## src/rtl/memory_interface.sv

```systemverilog
// memory_interface: byte-addressed big-endian RAM behind a MOV/MOC handshake.
// Requests are latched in IDLE. The FSM then counts WAIT_STATES clocks and
// performs the access on the WAIT-to-DONE edge. It holds MOC until MOV drops.
// The array is organised as four byte lanes indexed by address[1:0]. Lane 0
// holds the lowest address, which is the most significant byte. An aligned
// access therefore always falls inside a single row.
module memory_interface #(
  parameter int unsigned ADDR_W      = 8,
  parameter int unsigned WAIT_STATES = 2
) (
  input  logic              clk,
  input  logic              clr,
  input  logic              MOV,
  input  logic              R_W,
  input  logic [1:0]        DT,
  input  logic [ADDR_W-1:0] address,
  input  logic [31:0]       data_in,
  output logic [31:0]       data_out,
  output logic              MOC,
  output logic              misalign
);

  localparam int unsigned DATA_W = 32;
  localparam int unsigned CNT_W  = 4;
  localparam int unsigned LANES  = 4;
  localparam int unsigned ROW_W  = ADDR_W - 2;
  localparam int unsigned ROWS   = 1 << ROW_W;

  localparam logic [1:0] DT_BYTE = 2'b00;
  localparam logic [1:0] DT_HALF = 2'b01;

  typedef enum logic [1:0] {
    ST_IDLE = 2'b00,
    ST_WAIT = 2'b01,
    ST_DONE = 2'b10
  } state_t;

  state_t              state;
  logic [CNT_W-1:0]    cnt;
  logic                req_rw;
  logic [1:0]          req_dt;
  logic [ADDR_W-1:0]   req_addr;
  logic [DATA_W-1:0]   req_wdata;

  logic [7:0]          mem [LANES][ROWS];

  logic [ROW_W-1:0]    row;
  logic [0:3][7:0]     rd_lane;
  logic [0:3][7:0]     wr_lane;
  logic [0:3]          lane_mask;
  logic [0:3]          lane_we;
  logic [DATA_W-1:0]   rd_data;
  logic                mis;
  logic                commit;

  assign row = req_addr[ADDR_W-1:2];

  // Access completes only when the counter expires with MOV still held.
  assign commit = (state == ST_WAIT) && (cnt == '0) && MOV;

  // Fetch the addressed row from every lane.
  always_comb begin
    rd_lane = '0;
    for (int b = 0; b < int'(LANES); b++) begin
      rd_lane[b] = mem[b][row];
    end
  end

  // Decode size and alignment into lane enables, write lanes and read data.
  // DT = 11 is handled as a word access that always reports misalignment.
  always_comb begin
    lane_mask = '0;
    wr_lane   = '0;
    rd_data   = '0;
    mis       = 1'b0;
    case (req_dt)
      DT_BYTE: begin
        lane_mask[req_addr[1:0]] = 1'b1;
        wr_lane[req_addr[1:0]]   = req_wdata[7:0];
        rd_data                  = {24'b0, rd_lane[req_addr[1:0]]};
      end
      DT_HALF: begin
        lane_mask[{req_addr[1], 1'b0}] = 1'b1;
        lane_mask[{req_addr[1], 1'b1}] = 1'b1;
        wr_lane[{req_addr[1], 1'b0}]   = req_wdata[15:8];
        wr_lane[{req_addr[1], 1'b1}]   = req_wdata[7:0];
        rd_data = {16'b0, rd_lane[{req_addr[1], 1'b0}], rd_lane[{req_addr[1], 1'b1}]};
        mis     = req_addr[0];
      end
      default: begin
        lane_mask = '1;
        wr_lane   = req_wdata;
        rd_data   = rd_lane;
        mis       = (|req_addr[1:0]) || (req_dt == 2'b11);
      end
    endcase
    lane_we = (commit && !req_rw) ? lane_mask : '0;
  end

  // The array has no reset, so stored contents survive clr.
  always_ff @(posedge clk) begin
    for (int b = 0; b < int'(LANES); b++) begin
      if (lane_we[b]) begin
        mem[b][row] <= wr_lane[b];
      end
    end
  end

  // Handshake FSM: latch the request, count wait states, complete, hold MOC.
  always_ff @(posedge clk or negedge clr) begin
    if (!clr) begin
      state     <= ST_IDLE;
      cnt       <= '0;
      req_rw    <= 1'b0;
      req_dt    <= '0;
      req_addr  <= '0;
      req_wdata <= '0;
      data_out  <= '0;
      MOC       <= 1'b0;
      misalign  <= 1'b0;
    end else begin
      case (state)
        ST_IDLE: begin
          if (MOV) begin
            req_rw    <= R_W;
            req_dt    <= DT;
            req_addr  <= address;
            req_wdata <= data_in;
            cnt       <= CNT_W'(WAIT_STATES);
            state     <= ST_WAIT;
          end
        end
        ST_WAIT: begin
          if (!MOV) begin
            state <= ST_IDLE;
          end else if (cnt != '0) begin
            cnt <= cnt - CNT_W'(1);
          end else begin
            state    <= ST_DONE;
            MOC      <= 1'b1;
            misalign <= mis;
            if (req_rw) begin
              data_out <= rd_data;
            end
          end
        end
        ST_DONE: begin
          if (!MOV) begin
            state <= ST_IDLE;
            MOC   <= 1'b0;
          end
        end
        default: begin
          state <= ST_IDLE;
          MOC   <= 1'b0;
        end
      endcase
    end
  end

endmodule

```

## config.mk

```make
export PLATFORM = sky130hd
export DESIGN_NAME = memory_interface
export DESIGN_NICKNAME = d
export VERILOG_FILES = /design/src/rtl/memory_interface.sv
export SDC_FILE = /design/constraint.sdc
export NUM_CORES = 2
export LEC_CHECK = 0
export CAP_MARGIN = 20
export CORE_MARGIN = 2
export CORE_UTILIZATION = 45
export DETAILED_ROUTE_END_ITERATION = 10
export SYNTH_ARGS = -nofsm -noshare
export SYNTH_HDL_FRONTEND = slang
export SYNTH_SLANG_ARGS = --single-unit
```

## constraint.sdc

```tcl
create_clock -name clk -period 4.5 [get_ports clk]
set_input_delay 0.45 -clock clk [delete_from_list [all_inputs] [get_ports clk]]
set_output_delay 0.45 -clock clk [all_outputs]
set_load 0.1 [all_outputs]
```

---- Word-level counts from Yosys, hierarchy flattened ----
Memory sizes are Yosys's and may differ from the RTL's.
Index checks and enable logic that the tools add are counted.
cells by class
  reductions and logical operators ........ 21
  bitwise gates (word level) .............. 9
  equal/unequal tests ..................... 10
  add/sub/neg operators ................... 1
  order comparisons ....................... 8
  multiplexer cells ....................... 62
operator list
  kind                count
  $mux 512            4
  $bmux 8 s6          4
  $mux 8              18
  $pmux 32 s2         2
  $and 32x32->32      2
  $bmux 8 s2          3
  $demux 8 s2         3
  $demux 8 s6         1
  $bwmux 32           1
  $mux 4              4
  $pmux 4 s2          2
  $reduce_and 4->1    3
  $mux 1              10
  $ge 3x3->1 const B  3
  $lt 3x1->1 const B  3
  $not 2->3           3
  $mux 2              4
  $ne 2x2->1 const B  4
  $ge 7x7->1 const B  1
  $logic_and 1x1->1   7
  $lt 7x1->1 const B  1
  $not 6->7           1
  $demux 1 s2         3
  $pmux 2 s3          1
  other kinds (18)    23
word-level totals
  logic and storage cells ................. 121
  bits of input ports ..................... 46
  output and inout bits ................... 34
  memories kept ........................... 1
  memory bits (writable) .................. 2,048
  register bits ........................... 83
memories
  name  depth  width  read ports  clocked after memory_dff  wr ports  RTL line  RTL
  mem   4      512    4           0                         4         45        logic [7:0] mem [LANES][ROWS];

---- Longest topological paths before layout ----
  word-level depth ........................ 10
  depth in mapped cells ................... 14
  mapped depth without buffers ............ 8

---- Worst setup path after synthesis ----
No wires, ideal clock.
  kind .................................... reg-to-reg
  from .................................... reg req_addr[1]
  to ...................................... mem mem[3][0] (netlist name) (data pin)
  cell stages (with the launch flop) ...... 5
  library setup time ...................... 0.515 ns
  period minus slack after synthesis ...... 3.142 ns
  arrival ................................. 2.628 ns
  slack ................................... 1.358 ns
  buffers on the path ..................... 2
  required time ........................... 3.985 ns
  path through ............................ dfrtp_1 -> clkbuf_1 -> a21oi_1 -> clkbuf_1 -> nor2b_1
RTL lines
  what                    RTL line  RTL
  from (decl)             42        logic [ADDR_W-1:0] req_addr;
  from (signal assigned)  127       req_addr <= address;
  to (decl)               45

---- Final worst setup path ----
  from .................................... reg req_addr[2]
  to ...................................... reg data_out[5]
on the way
  longest elaborated chain between the ends .. 8
  elaborated cells on any way between the ends .. 20
  classes of those cells .................. mux: 19; bitwise: 1
RTL lines
  what                                           RTL line  RTL
  $not 6->7 (not written as such) *              65        rd_lane[b] = mem[b][row];
  $bmux 8 s6                                     65
  $mux 8 (not written as such) (2 in a row)      65
  $bmux 8 s2, on equally long branches           87, 80
  $mux 8, on equally long branches (2 in a row)  87, 80
  $pmux 32 s2 *                                  76        case (req_dt)
  to (signal assigned)                           143       data_out <= rd_data;
  to (decl)                                      18        output logic [31:0] data_out,
Mark *: on every way between the ends. The rest lies on a longest branch, timed or not. The select of a mux whose other input is x is not followed.
A chain may end at the register's enable or synchronous reset.

==> results_dict.tcl <==
set metrics [dict create \
    irDropWorstVdd_v 0.0007091 \
    vias 50040 \
    synth_cell_type_count 72 \
    grt_usage 0.2970 \
    placed_area_sq_mm 0.08941 \
    hold_buffers 1 \
    cts_made_buffers 210 \
    post-route-util 0.5253 \
    cp-startpoint "req_addr[2]" \
    r2r.worst_path.cells 11 \
    final-hold-violation-count 0 \
    arrival_ns 5.01 \
    syn_area_sq_mm 0.08293 \
    final_common_cell "edfxtp_1" \
    dieArea_sq_mm 0.1877 \
    ios 80 \
    synthArstFlopShare 0.03895 \
    cts_setup_buffers 0 \
    cp_data_required_time_ns 5.28 \
    r2r_end "data_out[5]" \
    hp-class "primary input to flip-flop" \
    cts-resized-gates 0 \
    gp_congestion 0.9868 \
    grt_overflow 0 \
    synth.area.top_cells "edfxtp_1, mux2i_1, mux4_2" \
    cp-endpoint "data_out[5]" \
    hpwlAfterDp_microns 178800 \
    avgViaCountPerCell 6.408 \
    clockRootBuffer "clkbuf_16" \
    syn_avg_cell_area_sq_um 17.65 \
    p_leak_uw 0.03133 \
    nFillCells 14770 \
    min_period_over_period 0.9401 \
    grt_pass1_vias 47880 \
    finClkSkew_ns 0.07490 \
    multiInputGateArea_sq_mm 0.01779 \
    cp-end-kind "flip-flop" \
    drive_gt1_frac 0.2096 \
    max_cap_viol_count 0 \
    min_period_ns 4.230 \
    clkLatencyLatePin_ns 0.89 \
    finalMaxSlewViolations 0 \
    rsz0062_at_grt "no" \
    io_buffers 79 \
    rr_startpoint "req_addr[2]" \
    start_kind "flip-flop" \
    powerDensity_mw_per_mm2 721.7 \
    fin_cells 7810 \
    status "finished, final reports clean" \
    synth_top_area_share 0.7416 \
    synth_flop_cell "edfxtp_1" \
    initial_core_util 0.4530 \
    die_y_microns 433.3 \
    fmax_mhz 236.4 \
    mostFrequentLayoutCells "edfxtp_1, buf_4, nor2_1, mux2i_1, a22oi_1" \
    grt_start_max_net_pins 73 \
    ys_seq_elements 2131 \
    yosys.area.top_type "edfxtp_1" \
    yosysSeqAreaShare 0.7666 \
    cts_tree "done" \
    antenna_found_initial 14 \
    final_nets 5205 \
    die_x_microns 433.3 \
    yosys_warnings 0 \
    core_area_sq_mm 0.1831 \
    finalSetupViolCount 0 \
    synth_nets 4746 \
    dr.pass1.iters 9 \
    dp_cells 7406 \
    tightest_slew_ns 1.223 \
    post-route-drc-count 0 \
    regArea_sq_mm 0.06359 \
    clk_pin_slew_ns 0.06 \
    reg2reg_slack_ns 0.27 \
    finalSetupTns_ns 0 \
    synthCells 4699 \
    routed_wl_microns 280300 \
    slew_headroom 0.1836 \
    drt-initial-drc-count 8377 \
    clk_path_buf_depth 3 \
    h-tree-depth 4 \
    wl_per_cell_microns 35.89 \
    cts_sinks 2131 \
    ant_nets 0 \
    critPathKind "flip-flop to flip-flop" \
    final_area_sq_mm 0.09617 \
    row_count 157 \
    synth_edf_count 2048 \
    grt_pass1_wl_microns 385500 \
    syn2layout_area_growth_pct 15.97 \
    crit_fanout 26 \
]
[through the flow]
| stage | hold slack, ns | worst slack, ns | power, uW |
|---|---|---|---|
| after floorplan | 0.1544 | 1.358 | 40260 |
| after global placement | 0.4938 | 0.4711 | 51560 |
| after detailed placement | 0.4972 | 0.3557 | 51920 |
| after CTS | 0.1245 | 0.3349 | 68760 |
| after global routing | 0.1702 | 0.2480 | 70710 |
| final | 0.1624 | 0.2695 | 69410 |
[routing by layer]
| layer | routed length (microns) | part of all wire | global-route usage | up-vias |
|---|---|---|---|---|
| li1 | - | - | - | 20030 |
| met1 | 103200 | 0.37 | 0.3941 | 25790 |
| met2 | 122900 | 0.44 | 0.4350 | 3440 |
| met3 | 32780 | 0.12 | 0.07850 | 760 |
| met4 | 21330 | 0.076 | 0.1897 | 18 |
| met5 | 163 | 0.00058 | 0 | - |
[power breakdown]
part | internal (uW) | total [uW] | switching (uW)
combinational | 6990 | 24900 | 17900
clock | 9420 | 17100 | 7690
sequential | 26300 | 27400 | 1110
[final cells by class]
class                           count  area share
Sequential cell                  2131      0.6612
Multi-Input combinational cell   2227      0.1850
Clock buffer                      258     0.05684
Timing Repair Buffer              572     0.05155
Tap cell                         2464     0.03206
Clock inverter                    130     0.01235
Inverter                           16   0.0006635
Antenna cell                       12   0.0003122
[how the worst min path moves through the flow]
stage / start / to / slack (ns) / cells after the start
floorplan: clr / MOC / 0.15 / 0
global placement: cnt[0] / cnt[0] / 0.49 / 1
detailed placement: req_wdata[20] / req_wdata[20] / 0.50 / 1
CTS: MOV / state[1] / 0.12 / 2
global route: MOV / state[1] / 0.17 / 2
finish: MOV / state[1] / 0.16 / 2
[synthesized netlist by cell type, drive strengths merged (15+ instances only)]
master and number:
nor3 18, a222oi 34, mux4 115, nand2 165, nor4 17, inv 16
a22o 56, nor2 362, nor2b 19, clkbuf 117, o22ai 89, buf 208
a221o 53, dfrtp 83, a22oi 219, o21ai 121, o221ai 15, o2bb2ai 17
o211ai 19, a31oi 22, nand3 24, edfxtp 2048, a221oi 137, mux2 138
a21oi 124, mux2i 320
[state kept, by name (all words and copies together), names as in the netlist]
signal,flops
mem,2048
data_out,32
req_wdata,32
req_addr,8
cnt,4
req_dt,2
state,2
MOC,1
misalign,1
req_rw,1
[critical path, stage by stage, from the launching register on]
cell and delay (ns):
dfrtp_4 0.77, buf_4 0.46, nor3_4 0.10, buf_4 0.26, a22o_1 0.22, a221oi_1 0.27, a31o_1 0.37, nand4_1 0.31
nor4_1 0.60, buf_4 0.25, o22ai_1 0.10, o32a_1 0.36
[kinds of logic (layout without fill, tap and decap cells)]
kind of cell	count (synthesis)	after routing	synth area share
AO/OA/AOI/OAI	988	988	0.08786
XOR/XNOR	2	2	0.0002113
adder cells (fa/ha/maj)	1	1	0.0001509
buffers and inverters	341	976	0.02215
flip-flops	2131	2131	0.7666
multiplexers	573	573	0.08869
other	0	12	0
AND/OR/NAND/NOR	663	663	0.03429
Power figures use the tool's default switching activity.
